$ cat config.mk
export PLATFORM = sky130hd
export DESIGN_NAME = wb_regfile
export DESIGN_NICKNAME = d
export VERILOG_FILES = /design/src/rtl/wb_regfile.sv
export SDC_FILE = /design/constraint.sdc
export NUM_CORES = 2
export LEC_CHECK = 0
export BUFFER_PORTS_ARGS = -buffer_cell sky130_fd_sc_hd__buf_2
export CAP_MARGIN = 20
export CELL_PAD_IN_SITES_DETAIL_PLACEMENT = 1
export CELL_PAD_IN_SITES_GLOBAL_PLACEMENT = 1
export CORE_AREA = 3 3 348 350
export DETAILED_ROUTE_END_ITERATION = 16
export DIE_AREA = 0 0 351 353
export PLACE_DENSITY = 0.8
export SETUP_SLACK_MARGIN = 0.4
export SYNTH_ARGS = -nofsm -noshare
export SYNTH_HDL_FRONTEND = slang
export SYNTH_SLANG_ARGS = --single-unit
$ cat constraint.sdc
create_clock -name clk -period 37.6 [get_ports clk]
set_clock_uncertainty 0.05 [all_clocks]
set_input_delay 5.64 -clock clk [delete_from_list [all_inputs] [get_ports clk]]
set_output_delay 5.64 -clock clk [all_outputs]
set_load 0.01 [all_outputs]
$ cat src/rtl/wb_regfile.sv
// rtl/wb_regfile.sv - 31x32 register file with writeback source mux and commit counter
// Optional same-cycle write-through to read ports: define WB_REGFILE_BYPASS_EN.
module wb_regfile #(
    parameter int CNT_W = 32
) (
    input  logic             clk,
    input  logic             reset,
    input  logic             WB_RegWrite,
    input  logic [1:0]       WB_MemtoReg,
    input  logic [31:0]      WB_ALUout,
    input  logic [31:0]      WB_MemReadData,
    input  logic [31:0]      WB_PCadd4,
    input  logic [4:0]       WB_rd,
    input  logic [4:0]       rs_addr,
    input  logic [4:0]       rt_addr,
    output logic [31:0]      rs_data,
    output logic [31:0]      rt_data,
    output logic [31:0]      WB_WriteData,
    output logic [CNT_W-1:0] wb_count
);

    logic [31:0] regs [1:31];
    logic        commit;

    always_comb begin
        WB_WriteData = 32'h0;
        case (WB_MemtoReg)
            2'b00:   WB_WriteData = WB_ALUout;
            2'b01:   WB_WriteData = WB_MemReadData;
            2'b10:   WB_WriteData = WB_PCadd4;
            default: WB_WriteData = 32'h0;
        endcase
    end

    // Source 2'b11 is reserved: it neither writes nor counts.
    assign commit = WB_RegWrite && (WB_rd != 5'd0) && (WB_MemtoReg != 2'b11) && !reset;

    always_ff @(posedge clk or posedge reset) begin
        if (reset) begin
            for (int i = 1; i < 32; i++) begin
                regs[i] <= 32'h0;
            end
            wb_count <= '0;
        end else if (commit) begin
            regs[WB_rd] <= WB_WriteData;
            wb_count    <= wb_count + CNT_W'(1);
        end
    end

    always_comb begin
        rs_data = 32'h0;
        if (!reset && (rs_addr != 5'd0)) begin
            rs_data = regs[rs_addr];
`ifdef WB_REGFILE_BYPASS_EN
            if (commit && (rs_addr == WB_rd)) begin
                rs_data = WB_WriteData;
            end
`endif
        end
    end

    always_comb begin
        rt_data = 32'h0;
        if (!reset && (rt_addr != 5'd0)) begin
            rt_data = regs[rt_addr];
`ifdef WB_REGFILE_BYPASS_EN
            if (commit && (rt_addr == WB_rd)) begin
                rt_data = WB_WriteData;
            end
`endif
        end
    end

endmodule

---- Word level (Yosys, flattened, before mapping) ----
Index checks and enable logic that the tools add are counted.
word-level totals
  register bits after elaboration ......... 1,024
  output and inout port bits .............. 128
  input bits .............................. 116
operators by class
  multiplexer cells ....................... 12
  eq/ne operators ......................... 3
  bitwise gates (word level) .............. 3
  add/subtract/negate cells ............... 1
  magnitude comparators ................... 4
  reduce and logical (&&, ||, !) cells .... 11
operators with widths
  kind                                                      number
  bitwise mux 992 bit                                       1
  binary-select mux 32 bit (select 5 bit)                   2
  two-way mux 32 bit                                        7
  demux 32 bit (select 5 bit)                               1
  case mux 32 bit (3 select lines)                          1
  adder 32 x 1 -> 32 bit, second input constant             1
  greater-or-equal comparator 6 bit, second input constant  3
  NOT 5 -> 6 bit                                            3
  nonzero test 5 bit                                        3
  logical AND 1 bit                                         6
  < comparator 6 x 1 -> 1 bit, second input constant        1
  equality test 2 x 1 -> 1 bit, second input constant       1
  equality test 2 bit, second input constant                1
  logical NOT 2 bit                                         1
  inequality test 2 bit, second input constant              1
  logical NOT 1 bit                                         1

---- Depth between registers and ports, before layout ----
  word-level depth ........................ 6
  mapped depth ............................ 9

---- Worst setup path before layout ----
No wires, ideal clock.
  path type ............................... input to output
  from .................................... input port reset
  to ...................................... output port rs_data[0]
  path buffers ............................ 0
  stages .................................. 3
  data required time ...................... 31.910 ns
  data arrival time ....................... 30.999 ns
  path slack .............................. 0.911 ns
  cells stage by stage .................... inv_1 > nand3_1 > o221ai_1
between the ends
  longest elaborated chain between the ends .. 3
ends and longest elaborated chain
  element             RTL line  text
  start, declared     7         input logic reset,
  logical NOT 1 bit   52        if (!reset && (rs_addr != 5'd0)) begin
  logical AND 1 bit   52
  two-way mux 32 bit  52
  end, declared       16        output logic [31:0] rs_data,
Every way passes these cells.

---- Worst setup path in the final report ----
  from .................................... input port rt_addr[0]
  to ...................................... output port rt_data[12]
between the ends
  longest elaborated chain between the ends .. 5
ends and longest elaborated chain
  element                                                 RTL line  text
  start, declared                                         15        input logic [4:0] rt_addr,
  NOT 5 -> 6 bit (not written as such)                    65        rt_data = regs[rt_addr];
  binary-select mux 32 bit (select 5 bit)                 65
  two-way mux 32 bit (not written as such) (2 in series)  65
  two-way mux 32 bit *                                    64        if (!reset && (rt_addr != 5'd0)) begin
  end, declared                                           17        output logic [31:0] rt_data,
Every way passes the cells marked *; elsewhere a longest branch is shown, timed or not. The select of a mux whose other input is x is not followed.

==> flow_metrics.env <==
export IMPL_status="finished, final reports clean"
export IMPL_cp_common_cell="buf_4"
export IMPL_drive_gt1_share_pct=21.5
export IMPL_finalWorstSetupSlack_ns=21.71
export IMPL_dr_total_vias=42300
export IMPL_use_met1_pct=39.8
export IMPL_cts_resized=0
export IMPL_numPlacedInstances=6205
export IMPL_die_area_um2=124000
export IMPL_synth_cells=4825
export IMPL_globalRouteMet2Util_pct=48.2
export IMPL_path_cells="buf_8, buf_4, buf_4, buf_12, buf_4, mux4_2, mux2i_1, a221o_1, o221ai_1, buf_2"
export IMPL_final_instance_count_excl_fill=6424
export IMPL_vias_per_cell=6.59
export IMPL_post_cts_buffers=0
export IMPL_grtUsageMet3_pct=7.90
export IMPL_syn_to_final_growth_pct=11.2
export IMPL_yosys_area_share_xor_xnor_pct=0.511
export IMPL_track_usage_pct=30.7
export IMPL_synth_edff_count=0
export IMPL_synth_nets=4942
export IMPL_cp_top_family="buffers and inverters"
export IMPL_power_leakage_nw=26.0
export IMPL_slew_headroom_pct=19.6
export IMPL_hold_ws_ns=0.421
export IMPL_synth_seq_cells=1024
export IMPL_finalWirelength_um=189000
export IMPL_place_area_um2=55200
export IMPL_yosysTopAreaCellShare_pct=48.2
export IMPL_rsz0062_at_grt="no"
export IMPL_cts_num_sinks=1024
export IMPL_yosysTopAreaCell="dfrtp_1"
export IMPL_worstMarginPinSlew_ns=1.21
export IMPL_peakVddDrop_mv=0.0360
export IMPL_dr_pass1_iters=7
export IMPL_final_common_cell="dfrtp_1"
export IMPL_worst_ep_required_time_ns=31.91
export IMPL_fp_dieH_um=353
export IMPL_die_x_um=351
export IMPL_synth_simple_area_share_pct=9.39
export IMPL_numPortBuffers=243
export IMPL_power_density_nw_per_um2=49.8
export IMPL_synth_cell_types=42
export IMPL_initial_core_util_pct=45.0
export IMPL_crit_slowest_cell="buf_4"
export IMPL_core_area_um2=118000
export IMPL_ys_seq_area_share_pct=48.2
export IMPL_syn_area_um2=53200
export IMPL_clkLatencyLatePin_ns=0.75
export IMPL_setup_tns_final_ns=0
export IMPL_cts_root_buf="clkbuf_16"
export IMPL_synthArstFlopShare_pct=100
export IMPL_utilization_pct=50.0
export IMPL_setup_viol=0
export IMPL_path_class="primary input to primary output"
export IMPL_place_congestion=0.804
export IMPL_cp_end_kind="primary output"
export IMPL_yosys_mux_area_fraction_pct=24.5
export IMPL_synth_fa_ha_area_share_pct=0.0235
export IMPL_drc=0
export IMPL_hold_violations=0
export IMPL_finalCritPeriodShare_pct=42.2
export IMPL_path_buf_inv=6
export IMPL_max_freq_ghz=0.0629
export IMPL_layout_common_cells="1024 x dfrtp_1, 816 x nand2_1, 738 x o21ai_0, 448 x mux4_2, 364 x nor2_1"
export IMPL_maxCapViolCount=0
export IMPL_busiest_layer="met2"
export IMPL_synth_area_top_cells="dfrtp_1 48%, mux4_2 19%, o21ai_0 6.9%, nand2_1 5.9%, mux2i_1 5.4%"
export IMPL_h_tree_depth=3
export IMPL_p_total_mw=2.94
export IMPL_layout_min_cycle_time_ns=15.89
export IMPL_synth_compound_area_share_pct=12.9
export IMPL_io_pins=244
export IMPL_cpPeakStageDelay_ns=0.80
export IMPL_grt_overflow_total=0
export IMPL_cts_tree="yes"
export IMPL_cts_buffers_inserted=113
export IMPL_path_max_fanout=59
export IMPL_worstSetupStartpointType="primary input"
export IMPL_synth_warnings=0
export IMPL_final_cell_area_um2=59100
export IMPL_antenna_found_initial=15
export IMPL_final_nets=4906
export IMPL_synth_ff_type="dfrtp_1"
export IMPL_dp_slack_ns=21.49
export IMPL_cts_reportedPaths_clkPinSlew_ns=0.06
export IMPL_detail_route_iter0_violations=4231
export IMPL_critical_path_arrival_ns=10.20
export IMPL_min_path_type="flop to flop"
export IMPL_grt_start_max_net_pins=178
export IMPL_syn_avg_cell_area_um2=11.0
export IMPL_wl_per_cell_um=29.5
export IMPL_clockBufferDepth=3
export IMPL_grt_pass1_wl_um=288000
export IMPL_postCtsHoldBufs=0
export IMPL_grt_pass1_vias=45800
export IMPL_drv_slew=0
export IMPL_rows=126
export IMPL_hpwl_um=108000
export IMPL_synth_top_family_by_area="multiplexers"
export IMPL_antenna_left=0
-- worst paths after layout --
path	startpoint	to	slack (ns)	depth (start not counted)
worst min register to register	wb_count[31]	wb_count[31]	0.42	1
worst min-delay path	wb_count[31]	wb_count[31]	0.42	1
max in group asynchronous	reset	regs[436]	30.04	4
worst max register to register	wb_count[3]	wb_count[24]	35.60	5
min in group asynchronous	reset	wb_count[12]	5.09	2
worst max-delay path	rt_addr[0]	rt_data[12]	21.71	10
-- per-layer routing --
layer,vias up,part of all wire (%)
li1,17400,-
met2,2034,47
met4,20,4.6
met1,22400,39
met3,516,9.6
met5,-,0.077
-- synthesized netlist by cell type (all sizes together) (6+ instances only) --
library cell,count
dfrtp,1024
nand2,839
o21ai,738
mux4,448
nor2,365
a21oi,291
mux2i,286
clkbuf,248
buf,244
o221ai,62
a211oi,61
a221o,61
inv,39
nand3,18
xnor2,17
xor2,14
nand4,11
nor3,10
and2,9
and3,6
-- logic make-up after synthesis --
kind of cell,Yosys count
flip-flops,1024
adder cells (fa/ha/maj),1
multiplexers,738
AND/OR/NAND/NOR,1279
buffers and inverters,531
XOR/XNOR,31
AO/OA/AOI/OAI,1221
-- area by class of cell --
| cell class | instances | area [um^2] |
|---|---|---|
| Clock inverter | 44 | 532 |
| Antenna cell | 7 | 17.5 |
| Sequential cell | 1024 | 25600 |
| Multi-Input combinational cell | 3270 | 25400 |
| Tap cell | 1536 | 1920 |
| Timing Repair Buffer | 341 | 2150 |
| Fill cell | 12500 | 59000 |
| Inverter | 39 | 154 |
| Clock buffer | 163 | 3240 |
-- power breakdown --
group	internal [mW]	switching [mW]	leakage, nW	total (mW)
Clock	0.654	0.490	1.85	1.14
Sequential	1.23	0.108	13.8	1.34
Combinational	0.204	0.260	10.3	0.464
Total	2.09	0.858	26.0	2.94
-- registers in the layout (all words and copies together), names as in the netlist --
name / cells
wb_count: 32
regs: 992
No activity file was read; power rests on OpenSTA's default activity.
